File: src/rtl/pipeline_hazard_ctrl.sv
// Hazard unit for a 5-stage pipeline: forwarding, load-use stall, branch flush and data-memory wait FSM.
// Optional WAIT timeout with sticky ERR state is enabled by defining HAZARD_TIMEOUT_EN.
module pipeline_hazard_ctrl #(
    parameter int TIMEOUT = 15
) (
    input  logic        clk,
    input  logic        rst,
    input  logic [4:0]  Rs1D,
    input  logic [4:0]  Rs2D,
    input  logic [4:0]  Rs1E,
    input  logic [4:0]  Rs2E,
    input  logic [4:0]  RdE,
    input  logic [4:0]  RdM,
    input  logic [4:0]  RdW,
    input  logic        ResultSrcE0,
    input  logic        RegWriteM,
    input  logic        RegWriteW,
    input  logic        PCSrcE,
    input  logic        MemReqM,
    input  logic        mem_ack,
    output logic        StallF,
    output logic        StallD,
    output logic        StallE,
    output logic        StallM,
    output logic        FlushD,
    output logic        FlushE,
    output logic        FlushW,
    output logic [1:0]  ForwardAE,
    output logic [1:0]  ForwardBE,
    output logic        mem_req,
    output logic [15:0] stall_cnt,
    output logic        mem_timeout,
    output logic [1:0]  o_dbg_state
);

    typedef enum logic [1:0] {
        S_IDLE = 2'd0,
        S_WAIT = 2'd1
`ifdef HAZARD_TIMEOUT_EN
        , S_ERR = 2'd2
`endif
    } state_t;

    state_t      r_state;
    logic [15:0] r_stall_cnt;
    logic        r_timeout;
    logic        w_lw_stall;
    logic        w_mem_stall;
    logic        w_in_err;
    logic        w_hold;

`ifdef HAZARD_TIMEOUT_EN
    localparam int CW = (TIMEOUT < 2) ? 1 : $clog2(TIMEOUT + 1);
    logic [CW-1:0] r_wait_cnt;
    assign w_in_err = (r_state == S_ERR);
`else
    logic w_unused_timeout;
    assign w_unused_timeout = (TIMEOUT == 0);
    assign w_in_err = 1'b0;
`endif

    always_comb begin
        ForwardAE = 2'b00;
        if (RegWriteM && RdM != 5'd0 && RdM == Rs1E)      ForwardAE = 2'b10;
        else if (RegWriteW && RdW != 5'd0 && RdW == Rs1E) ForwardAE = 2'b01;
        ForwardBE = 2'b00;
        if (RegWriteM && RdM != 5'd0 && RdM == Rs2E)      ForwardBE = 2'b10;
        else if (RegWriteW && RdW != 5'd0 && RdW == Rs2E) ForwardBE = 2'b01;
    end

    assign w_lw_stall  = ResultSrcE0 && (RdE != 5'd0) && (RdE == Rs1D || RdE == Rs2D);
    assign w_mem_stall = (r_state == S_IDLE && MemReqM) || (r_state == S_WAIT && !mem_ack);
    assign mem_req     = (r_state == S_IDLE && MemReqM) || (r_state == S_WAIT);
    // A memory wait (or the ERR lockup) freezes the whole front of the pipe and
    // drops the W-stage write; branch flushes are deferred until the wait clears.
    assign w_hold      = w_mem_stall || w_in_err;

    always_comb begin
        if (w_hold) begin
            StallF = 1'b1;
            StallD = 1'b1;
            StallE = 1'b1;
            StallM = 1'b1;
            FlushW = 1'b1;
            FlushD = 1'b0;
            FlushE = 1'b0;
        end else begin
            StallF = w_lw_stall;
            StallD = w_lw_stall;
            StallE = 1'b0;
            StallM = 1'b0;
            FlushW = 1'b0;
            FlushD = PCSrcE;
            FlushE = w_lw_stall || PCSrcE;
        end
    end

    always_ff @(posedge clk) begin
        if (rst) begin
            r_state     <= S_IDLE;
            r_stall_cnt <= 16'd0;
            r_timeout   <= 1'b0;
`ifdef HAZARD_TIMEOUT_EN
            r_wait_cnt  <= '0;
`endif
        end else begin
            if (StallF && r_stall_cnt != 16'hFFFF) r_stall_cnt <= r_stall_cnt + 16'd1;
            case (r_state)
                S_IDLE: begin
                    if (MemReqM) begin
                        r_state <= S_WAIT;
`ifdef HAZARD_TIMEOUT_EN
                        r_wait_cnt <= '0;
`endif
                    end
                end
                S_WAIT: begin
                    if (mem_ack) begin
                        r_state <= S_IDLE;
                    end
`ifdef HAZARD_TIMEOUT_EN
                    else if (r_wait_cnt == CW'(TIMEOUT - 1)) begin
                        r_state   <= S_ERR;
                        r_timeout <= 1'b1;
                    end else begin
                        r_wait_cnt <= r_wait_cnt + CW'(1);
                    end
`endif
                end
                default: ;
            endcase
        end
    end

    assign stall_cnt   = r_stall_cnt;
    assign mem_timeout = r_timeout;
    assign o_dbg_state = r_state;

endmodule

File: config.mk
export PLATFORM = sky130hd
export DESIGN_NAME = pipeline_hazard_ctrl
export DESIGN_NICKNAME = d
export VERILOG_FILES = /design/src/rtl/pipeline_hazard_ctrl.sv
export SDC_FILE = /design/constraint.sdc
export NUM_CORES = 1
export LEC_CHECK = 0
export ABC_AREA = 1
export CORE_ASPECT_RATIO = 1.2
export CORE_MARGIN = 2
export CORE_UTILIZATION = 42
export CTS_CLUSTER_DIAMETER = 50
export CTS_CLUSTER_SIZE = 14
export DETAILED_ROUTE_END_ITERATION = 16
export GPL_ROUTABILITY_DRIVEN = 0
export HOLD_SLACK_MARGIN = 0.03
export MAX_ROUTING_LAYER = met4
export PLACE_DENSITY_LB_ADDON = 0.12
export REMOVE_ABC_BUFFERS = 1
export SLEW_MARGIN = 20
export SYNTH_ARGS = -nofsm -noshare
export SYNTH_HDL_FRONTEND = slang
export SYNTH_SLANG_ARGS = --single-unit
File: constraint.sdc
create_clock -name clk -period 1.7 [get_ports clk]
set_input_delay 0.255 -clock clk [delete_from_list [all_inputs] [get_ports clk]]
set_output_delay 0.255 -clock clk [all_outputs]
set_load 0.02 [all_outputs]
==> impl_metrics.env <==
export IMPL_status="completed"
export IMPL_cts_hold_buf=0
export IMPL_fmax_mhz=605
export IMPL_clkTransAtPathRegs_ns=0.07
export IMPL_grt_overflow_total=0
export IMPL_max_cap_violations=0
export IMPL_power_frac_clock_pct=21.8
export IMPL_numCtsBuffers=3
export IMPL_cp_slowest_cell="nor4_1"
export IMPL_syn2layout_area_growth_pct=53.8
export IMPL_fp_row_count=24
export IMPL_io_pins=74
export IMPL_grt_max_degree=19
export IMPL_post_route_period_util_pct=97.3
export IMPL_syn_avg_cell_area_um2=6.56
export IMPL_critPathArrivalTime_ns=1.40
export IMPL_post_cts_buffers=0
export IMPL_cellPowerDensity_mw_per_mm2=572
export IMPL_ys_seq_elements=17
export IMPL_ir_worst_vdd_v=0.000651
export IMPL_holdPathEnd="stall_cnt[12]"
export IMPL_critPathRequiredTime_ns=1.44
export IMPL_insertion_delay_ns=0.25
export IMPL_synth_edf_count=0
export IMPL_swShare_pct=35.9
export IMPL_cp_start_kind="input port"
export IMPL_crit_fanout=3
export IMPL_ys_warn_count=0
export IMPL_seq_area_frac_synth_pct=21.2
export IMPL_dpl_instance_area_mm2=0.00246
export IMPL_synth_largest_area_cell="dfxtp_1"
export IMPL_highest_layer="met4"
export IMPL_hp_class="register to register"
export IMPL_floorplan_initialDensity_pct=43.9
export IMPL_min_path_cells=2
export IMPL_synth_cells=245
export IMPL_wl_met1_um=1710
export IMPL_synthTopCellsByCount="53 x nand2_1, 35 x nor2_1, 27 x inv_1"
export IMPL_drive_gt1_share_pct=22.6
export IMPL_synthFlopType="dfxtp_1"
export IMPL_period_minus_slack_ns=1.65
export IMPL_yosysMostFrequentCell="nand2_1"
export IMPL_layout_nets=377
export IMPL_r2r_end="stall_cnt[0]"
export IMPL_path_class="input port to output port"
export IMPL_grt_pass1_vias=1670
export IMPL_vias_per_cell=4.59
export IMPL_track_usage_pct=19.8
export IMPL_r2r_slack_ns=0.15
export IMPL_clock_sinks=17
export IMPL_fillers=379
export IMPL_port_buffers=71
export IMPL_maxSlewViolCount=0
export IMPL_antenna_cells=0
export IMPL_regArea_um2=340
export IMPL_ys_types=31
export IMPL_async_reset_ff_share_pct=0
export IMPL_yosysTopAreaCellShare_pct=21.2
export IMPL_pwr_share_seq_pct=33.9
export IMPL_avgRoutedWirePerCell_um=10.5
export IMPL_end_kind="output port"
export IMPL_grt_pass1_wl_um=6640
export IMPL_antenna_found_initial=0
export IMPL_p_sw_uw=507
export IMPL_wirelength_um=4040
export IMPL_drtIter0Drc=46
export IMPL_drc=0
export IMPL_finClkSkew_ns=0.00352
export IMPL_synthTopCellsByArea="dfxtp_1 21%, nand2_1 12%, xor2_1 11%, nor2_1 8.2%, xnor2_1 7.6%"
export IMPL_htree_levels=1
export IMPL_path_cells="dlygate4sd2_1, xor2_1, nor4_1, nand3_1, nor2_1, buf_4"
export IMPL_dp_hpwl_um=3280
export IMPL_die_w_um=60.5
export IMPL_cts_max_path_buffers=2
export IMPL_setup_viol=0
export IMPL_leakagePower_uw=0.00123
export IMPL_multi_input_area_mm2=0.00112
export IMPL_wl_met3_um=247
export IMPL_hold_viol_final=0
export IMPL_drt_pass1_iterations=4
export IMPL_combPwrFrac_pct=44.3
export IMPL_die_y_um=71.8
export IMPL_dieArea_mm2=0.00434
export IMPL_final_area_mm2=0.00247
export IMPL_route_vias_total=1764
export IMPL_p_int_uw=907
export IMPL_tns_ns=0
export IMPL_ant_nets=0
export IMPL_core_area_mm2=0.00366
export IMPL_crit_path_max_incr_delay_ns=0.30
export IMPL_root_buffer="clkbuf_8"
export IMPL_ff2ff_path_depth=9
export IMPL_wl_met2_um=2040
export IMPL_syn_area_mm2=0.00161
export IMPL_rsz0062_at_grt="true"
export IMPL_hold_path_startpoint="stall_cnt[12]"
export IMPL_rr_startpoint="stall_cnt[0]"
export IMPL_cts_tree="built"
==> sequential cells by signal, indices dropped and copies added (netlist names) <==
| register | cells |
|---|---|
| stall_cnt | 16 |
| o_dbg_state | 1 |
==> worst max path at each step <==
stage,slack [ns],start,end,depth (start not counted)
2_1_floorplan,-0.17,o_dbg_state[0],FlushE,4
3_3_place_gp,-0.68,RdM[0],ForwardAE[0],6
3_5_place_dp,-0.71,RdM[0],ForwardBE[0],6
4_1_cts,0.009,RdM[0],ForwardBE[0],6
5_1_grt,-0.009,RdW[2],ForwardAE[0],6
6_report,0.05,RdW[2],ForwardAE[0],6
==> per-stage QoR <==
step | util (%) | total power (µW) | setup slack [ns] | std cells | hold slack [ns]
2_1_floorplan | - | 810 | -0.171 | 237 | 0.327
3_3_place_gp | 67.0 | 1130 | -0.677 | 380 | 0.528
3_5_place_dp | 67.0 | 1140 | -0.714 | 380 | 0.524
4_1_cts | 67.2 | 1430 | 0.00859 | 384 | 0.537
5_1_grt | 67.5 | 1510 | -0.00890 | 384 | 0.582
6_report | 67.5 | 1410 | 0.0463 | 384 | 0.532
==> cells by family (layout without fill, tap and decap cells) <==
kind of cell,count (synthesis),count (layout),synth area share (%)
AOI/OAI and AO/OA,13,13,4.51
xor gates and xnor gates,34,34,18.5
other,1,2,0.233
and+or+nand+nor,135,135,41.6
DFF,17,17,21.2
adders and majority gates,1,1,0.778
buffers and inverters,44,130,13.2
==> power by group through the flow <==
stage / combinational [µW] / sequential, µW / clock (µW)
after floorplan: 271 / 540 / 0
after global placement: 645 / 489 / 0
after detailed placement: 651 / 489 / 0
after CTS: 626 / 481 / 321
after global routing: 688 / 487 / 333
final: 626 / 480 / 309
==> cell type report <==
| cell class | instances | share of cell area, % |
|---|---|---|
| clock buffers | 4 | 1.82 |
| inverters | 35 | 5.31 |
| multi-input cells | 185 | 45.2 |
| flip-flops and latches | 17 | 13.8 |
| well taps | 52 | 2.63 |
| repair buffers | 91 | 31.2 |
==> worst max-delay path, delay by kind of cell <==
family / cells / cell delay, ns
simple gates: 3 / 0.55
xor+xnor: 1 / 0.17
buf+inv: 2 / 0.42
==> per-layer routing <==
| metal | up-vias | global-route usage [%] |
|---|---|---|
| li1 | 921 | - |
| met1 | 794 | 22.6 |
| met2 | 45 | 35.7 |
| met3 | 4 | 2.53 |
| met4 | 0 | 5.07 |
| met5 | - | - |
==> repair_timing <==
item                                    CTS  global route
endpoints found under the setup margin   21             9
gates resized for setup                  89             7
endpoints found under the hold margin     0             0
pin swaps                                14             4
==> cell usage in the layout (no fill, tap or decap), types with 2 or more instances in the layout <==
cell             count
a21oi_1              7
xor2_1              20
nor3_2               2
dlygate4sd2_1       28
nand2_2              6
inv_2                8
clkdlybuf4s50_1     29
clkbuf_8             3
conb_1               2
nor2_2               8
nand3b_1             2
nor2_1              35
nand3_1             12
nor3_1               2
clkbuf_2             2
nand4_1              3
buf_4               22
buf_2                8
nand2_1             52
xnor2_1             14
o21ai_0              3
inv_1               27
dfxtp_1             17
or2_2                2
Note: power is estimated with default switching activity, not from simulation.
